## config.mk

```make
export PLATFORM = sky130hd
export DESIGN_NAME = mem_access_ctrl
export DESIGN_NICKNAME = d
export VERILOG_FILES = /design/src/rtl/mem_access_ctrl.sv
export SDC_FILE = /design/constraint.sdc
export NUM_CORES = 1
export LEC_CHECK = 0
export BUFFER_PORTS_ARGS = -buffer_cell sky130_fd_sc_hd__buf_4
export CAP_MARGIN = 5
export CORE_AREA = 10 10 109 111
export CTS_CLUSTER_DIAMETER = 60
export DETAILED_ROUTE_END_ITERATION = 12
export DIE_AREA = 0 0 119 121
export GPL_TIMING_DRIVEN = 0
export HOLD_SLACK_MARGIN = 0.08
export PLACE_DENSITY = 0.84
export SLEW_MARGIN = 25
export SYNTH_ARGS = -nofsm -noshare
export SYNTH_HDL_FRONTEND = slang
export SYNTH_SLANG_ARGS = --single-unit
```

## constraint.sdc

```tcl
create_clock -name clk -period 4.7 [get_ports clk]
set_input_delay 1.175 -clock clk [delete_from_list [all_inputs] [get_ports clk]]
set_output_delay 1.175 -clock clk [all_outputs]
set_load 0.02 [all_outputs]
```

## src/rtl/mem_access_ctrl.sv

```systemverilog
// mem_access_ctrl: single-outstanding load/store initiator for the unified
// byte-addressed memory. Loads take one READ cycle; word stores take one
// WRITE cycle; byte/halfword stores do READ then WRITE (read-modify-write)
// because the memory port only writes whole 32-bit words.
//
// Build option: define ALIGN_CHECK_EN to reject misaligned halfword/word
// accesses with a fault. Without it, misaligned accesses go to the memory at
// the byte address given.
//
// Handshake: req_ready is high only in IDLE. A request is taken on the rising
// edge where req_valid && req_ready; all req_* fields are latched on that edge
// and ignored at every other time. resp_valid is a single-cycle pulse with no
// backpressure; resp_rdata/resp_fault are meaningful only while it is high and
// read back as zero otherwise.
module mem_access_ctrl #(
  parameter int MEM_BYTES = 800,
  parameter int ADDR_W    = 32
) (
  input  logic              clk,
  input  logic              reset,
  input  logic              req_valid,
  output logic              req_ready,
  input  logic              req_write,
  input  logic [1:0]        req_size,
  input  logic              req_signed,
  input  logic [ADDR_W-1:0] req_addr,
  input  logic [31:0]       req_wdata,
  output logic              resp_valid,
  output logic [31:0]       resp_rdata,
  output logic              resp_fault,
  output logic [ADDR_W-1:0] mem_address,
  output logic              mem_write_en,
  output logic [31:0]       mem_write_data,
  input  logic [31:0]       mem_read_data
);

  typedef enum logic [1:0] {
    IDLE  = 2'd0,
    READ  = 2'd1,
    WRITE = 2'd2,
    RESP  = 2'd3
  } state_t;

  localparam logic [1:0] SIZE_BYTE = 2'b00;
  localparam logic [1:0] SIZE_HALF = 2'b01;
  localparam logic [1:0] SIZE_WORD = 2'b10;
  localparam logic [1:0] SIZE_RSVD = 2'b11;

  // Highest address whose 4-byte window still fits in the memory.
  localparam logic [ADDR_W-1:0] MAX_ADDR = ADDR_W'(MEM_BYTES - 4);

  state_t            state_q;
  state_t            state_d;

  // Request fields latched at accept.
  logic [ADDR_W-1:0] addr_q;
  logic [1:0]        size_q;
  logic              signed_q;
  logic              write_q;
  logic [31:0]       wdata_q;

  // Word read in READ, used as the background for sub-word stores.
  logic [31:0]       cap_q;

  // Response and memory-address registers.
  logic [31:0]       resp_rdata_q;
  logic              resp_fault_q;
  logic [ADDR_W-1:0] mem_addr_q;

  logic              accept;
  logic              req_misalign;
  logic              req_fault;
  logic [31:0]       load_ext;
  logic [31:0]       merged_word;

  assign accept = req_valid && (state_q == IDLE);

  // Alignment rule for the incoming request; only active in the checked build.
  always_comb begin
    req_misalign = 1'b0;
`ifdef ALIGN_CHECK_EN
    if (req_size == SIZE_HALF && req_addr[0] != 1'b0) begin
      req_misalign = 1'b1;
    end
    if (req_size == SIZE_WORD && req_addr[1:0] != 2'b00) begin
      req_misalign = 1'b1;
    end
`endif
  end

  // Decide at accept whether the request is rejected without touching memory.
  always_comb begin
    req_fault = 1'b0;
    if (req_size == SIZE_RSVD) begin
      req_fault = 1'b1;
    end
    if (req_addr > MAX_ADDR) begin
      req_fault = 1'b1;
    end
    if (req_misalign) begin
      req_fault = 1'b1;
    end
  end

  // Extract and extend the load result from the word presented in READ.
  always_comb begin
    load_ext = 32'd0;
    case (size_q)
      SIZE_BYTE: load_ext = {{24{signed_q & mem_read_data[7]}},  mem_read_data[7:0]};
      SIZE_HALF: load_ext = {{16{signed_q & mem_read_data[15]}}, mem_read_data[15:0]};
      default:   load_ext = mem_read_data;
    endcase
  end

  // Build the word to store: sub-word stores overlay the captured word.
  always_comb begin
    merged_word = wdata_q;
    case (size_q)
      SIZE_BYTE: merged_word = {cap_q[31:8],  wdata_q[7:0]};
      SIZE_HALF: merged_word = {cap_q[31:16], wdata_q[15:0]};
      default:   merged_word = wdata_q;
    endcase
  end

  // State register.
  always_ff @(posedge clk) begin
    if (reset) begin
      state_q <= IDLE;
    end else begin
      state_q <= state_d;
    end
  end

  // Next-state decode.
  always_comb begin
    state_d = state_q;
    case (state_q)
      IDLE: begin
        if (accept) begin
          if (req_fault) begin
            state_d = RESP;
          end else if (req_write && req_size == SIZE_WORD) begin
            state_d = WRITE;
          end else begin
            state_d = READ;
          end
        end
      end
      READ: begin
        if (write_q) begin
          state_d = WRITE;
        end else begin
          state_d = RESP;
        end
      end
      WRITE:   state_d = RESP;
      RESP:    state_d = IDLE;
      default: state_d = IDLE;
    endcase
  end

  // Latch request fields at accept; memory address only moves for real accesses.
  always_ff @(posedge clk) begin
    if (reset) begin
      addr_q     <= '0;
      size_q     <= 2'b00;
      signed_q   <= 1'b0;
      write_q    <= 1'b0;
      wdata_q    <= 32'd0;
      mem_addr_q <= '0;
    end else if (accept) begin
      addr_q   <= req_addr;
      size_q   <= req_size;
      signed_q <= req_signed;
      write_q  <= req_write;
      wdata_q  <= req_wdata;
      if (!req_fault) begin
        mem_addr_q <= req_addr;
      end
    end
  end

  // Capture the memory word at the end of the READ cycle.
  always_ff @(posedge clk) begin
    if (reset) begin
      cap_q <= 32'd0;
    end else if (state_q == READ) begin
      cap_q <= mem_read_data;
    end
  end

  // Response payload: loaded for exactly the RESP cycle, zero at all other times.
  always_ff @(posedge clk) begin
    if (reset) begin
      resp_rdata_q <= 32'd0;
      resp_fault_q <= 1'b0;
    end else begin
      resp_fault_q <= accept && req_fault;
      if (state_q == READ && !write_q) begin
        resp_rdata_q <= load_ext;
      end else begin
        resp_rdata_q <= 32'd0;
      end
    end
  end

  assign req_ready  = (state_q == IDLE);
  assign resp_valid = (state_q == RESP);
  assign resp_rdata = resp_rdata_q;
  assign resp_fault = resp_fault_q;

  // Memory port: driven only from registered state and latched fields.
  // mem_addr_q was loaded with the accepted address, so it equals addr_q
  // during READ/WRITE and holds its last value elsewhere.
  assign mem_address    = mem_addr_q;
  assign mem_write_en   = (state_q == WRITE) && !reset;
  assign mem_write_data = (state_q == WRITE) ? merged_word : 32'd0;

endmodule

```

==> flow_summary_export.csv <==
group,metric,value,unit
power,switchingPower,976,uW
die,placementRows,36,
clock_tree,htreeDepth,4,
global_routing,grt_pass1_wl,24.2,mm
final_layout,mostFrequentLayoutCells,"buf_4 (202), dfxtp_1 (127), nand2_1 (117)",
timing,fin_crit_sh,0.686,
critical_path,timing.critical_path.cells,"inv_1 > ha_1 > clkbuf_1 > a21boi_1 > buf_4",
timing,period_needed,3.23,ns
drt,via_count,4630,
final_layout,final_cells,908,
die,ioPinCount,203,
final_layout,multi_input_area,0.00222,sq mm
final_layout,syn_to_final_growth,46.1,%
synthesis,synth_nets,648,
drt,drt_first_iter_violations,207,
drt,viasPerCell,5.10,
critical_path,critPathMaxFanout,10,
timing,fin_skew,0.00575,ns
die,core-area,0.00964,sq mm
final_layout,drive_above_1_share,0.357,
critical_path,crit_slowest_cell,"dfxtp_1",
synthesis,ys_types,36,
clock_tree,clk_latency,0.51,ns
drt,routedWlPerCell,17.1,um
final_layout,fillers,722,
global_routing,grt_usage,0.208,
drt,drt.antenna.violating_nets,0,
clock_tree,ctsHoldBuffers,0,
power,p_sw_frac,0.293,
timing,hold_slack,0.451,ns
clock_tree,cts_resized,0,
timing,rsz0062_at_grt,"false",
run,drv_cap,0,
power,power_leakage,3.06,nW
timing,hold_viol,0,
critical_path,cp-start-kind,"flip-flop",
final_layout,final_common_cell,"buf_4",
synthesis,yosys_warnings,0,
placement,gp_congestion,0.895,
timing,worst_slew_pin_slew,0.641,ns
timing,clock.fmax,310,MHz
power,p_comb_frac,0.235,
final_layout,fin_area,0.00724,sq mm
clock_tree,cts-buffers-inserted,17,
critical_path,critical_path_class,"flip-flop to primary output",
critical_path,cp.arrival,2.05,ns
clock_tree,post_cts.repair.setup_buffers,0,
timing,fin_setup_tns,0,ns
synthesis,synthDominantCellAreaShare,0.513,
placement,portBuffers,202,
timing,slew_violations,0,
critical_path,end_kind,"primary output",
timing,setup_viol_count_final,0,
drt,drt_drc_violations_left,0,
power,vdd_ir_drop_max,0.259,mV
final_layout,insertedDiodeCount,0,
die,die_area,0.0144,sq mm
drt,drtPass1Iterations,5,
clock_tree,cts_tree,"done",
synthesis,syn_inst,541,
critical_path,max_stage_delay,0.34,ns
power,p_seq_frac,0.375,
synthesis,synth.largest_area_cell,"dfxtp_1",
clock_tree,cts.clk_slew.worst_paths,0.06,ns
final_layout,nets,869,
power,clockPowerShare,0.391,
synthesis,synth-seq-cells,127,
die,die_height,121,um
placement,place_area,0.00664,sq mm
synthesis,ys_top_cells_by_area,"dfxtp_1 (51%), nand2_1 (8.9%), mux2i_1 (8.1%), a21oi_1 (7.4%), and2_1 (4.9%)",
clock_tree,root_buffer,"clkbuf_8",
drt,wl,15.5,mm
timing,slew_headroom,0.573,
synthesis,seq_area_frac_synth,0.513,
die,die_w,119,um
placement,dp_cells,876,
global_routing,grt_antenna_before_repair,0,
power,p_per_area,460,mW/mm^2
synthesis,synthesis.area,0.00496,sq mm
placement,dp_hpwl,11.9,mm
critical_path,cp.required,3.52,ns
min_path,hold_path.class,"flip-flop to flip-flop",
critical_path,crit_family,"buffers and inverters",
global_routing,grt_pass1_vias,4832,
synthesis,syn_avg_cell_area,9.17,sq um
die,initial_core_util,0.514,
power,p_int,2.35,mW
status,status,"complete, no violations",
clock_tree,cts.path.max_buffers,2,
global_routing,grt-ovfl-total,0,
global_routing,grt_max_degree,17,
final_layout,regArea,0.00254,sq mm
critical_path,cp_num_buf_inv,3,
clock_tree,cts_sinks,127,
==> layout make-up <==
cell class / instances / area share
plain buffers: 40 / 0.0257
clock buffers: 21 / 0.0634
clock inverters: 11 / 0.0190
inverters: 3 / 0.00155
multi-input cells: 371 / 0.307
flip-flops and latches: 127 / 0.351
well taps: 133 / 0.0230
repair buffers: 202 / 0.209
==> power groups by stage <==
stage	registers (mW)	clock network (mW)	logic, mW
after floorplan	1.26	0	0.487
after global placement	1.26	0	0.742
after detailed placement	1.26	0	0.769
after CTS	1.24	1.31	0.783
after global routing	1.26	1.36	0.854
final	1.25	1.30	0.782
==> worst register-to-register path: stages, from the launching register on <==
cell and delay, ns:
dfxtp_1 0.39, inv_1 0.08, ha_1 0.29, nand2_1 0.14, clkbuf_1 0.38, buf_2 0.31
nand2_1 0.09, a21oi_1 0.16
==> final timing paths <==
path | start | to | slack, ns | depth (start not counted)
setup / recovery | state_q[0] | mem_write_data[12] | 1.47 | 5
hold / removal | wdata_q[1] | wdata_q[1] | 0.45 | 2
setup reg to reg | state_q[0] | wdata_q[12] | 2.79 | 7
hold reg to reg | wdata_q[1] | wdata_q[1] | 0.45 | 2
==> cells in the mapped netlist <==
library cell    n
a31oi_1         1
and2_1         39
and4_2          1
mux2_1          1
nor4_2          5
ha_1            4
nor2b_1        17
a21oi_1        73
nor3_1          3
nand3_1         1
nand2_1       117
dfxtp_1       127
a21boi_1        8
nor2_2          1
o21ai_0         2
buf_1           3
and3_1          1
nor3b_1         1
o41ai_2        10
buf_2          23
nand4_1        11
o2111ai_1       1
nand3b_1        2
a21o_1          1
a211oi_2        1
o221a_1         1
o41ai_1         1
buf_6           1
nor2_1         25
inv_1           2
mux2i_1        40
o22a_1          1
a221oi_1        1
clkbuf_1       13
or2_1           1
inv_2           1
==> cell families (layout without fill, tap and decap cells) <==
group                    count (synthesis)  count (layout)  share of synthesized area
AND/OR/NAND/NOR                        225             225                      0.219
flip-flops                             127             127                      0.513
AO/OA/AOI/OAI                          101             101                      0.135
buffers and inverters                   43             277                     0.0399
multiplexers                            41              41                     0.0830
adder cells (fa/ha/maj)                  4               4                     0.0101
==> registers in the layout (all words and copies together) (netlist names) <==
name,flops
mem_address,32
resp_rdata,32
wdata_q,32
cap_q,24
size_q,2
state_q,2
resp_fault,1
signed_q,1
write_q,1
==> routing by layer <==
metal / track usage / part of all wire / vias up
met3: 0.0726 / 0.086 / 24
met5: 0 / 0 / -
met1: 0.210 / 0.37 / 2153
met2: 0.390 / 0.53 / 187
li1: - / - / 2266
met4: 0.0702 / 0.020 / 0
==> metrics by stage <==
step / power (mW) / util / setup slack, ns
6_report: 3.33 / 0.751 / 1.47
5_1_grt: 3.47 / 0.751 / 1.39
4_1_cts: 3.34 / 0.751 / 1.46
3_5_place_dp: 2.03 / 0.689 / 1.48
3_3_place_gp: 2.00 / 0.689 / 1.49
2_1_floorplan: 1.75 / - / 1.85
(Power assumes the default switching activity.)
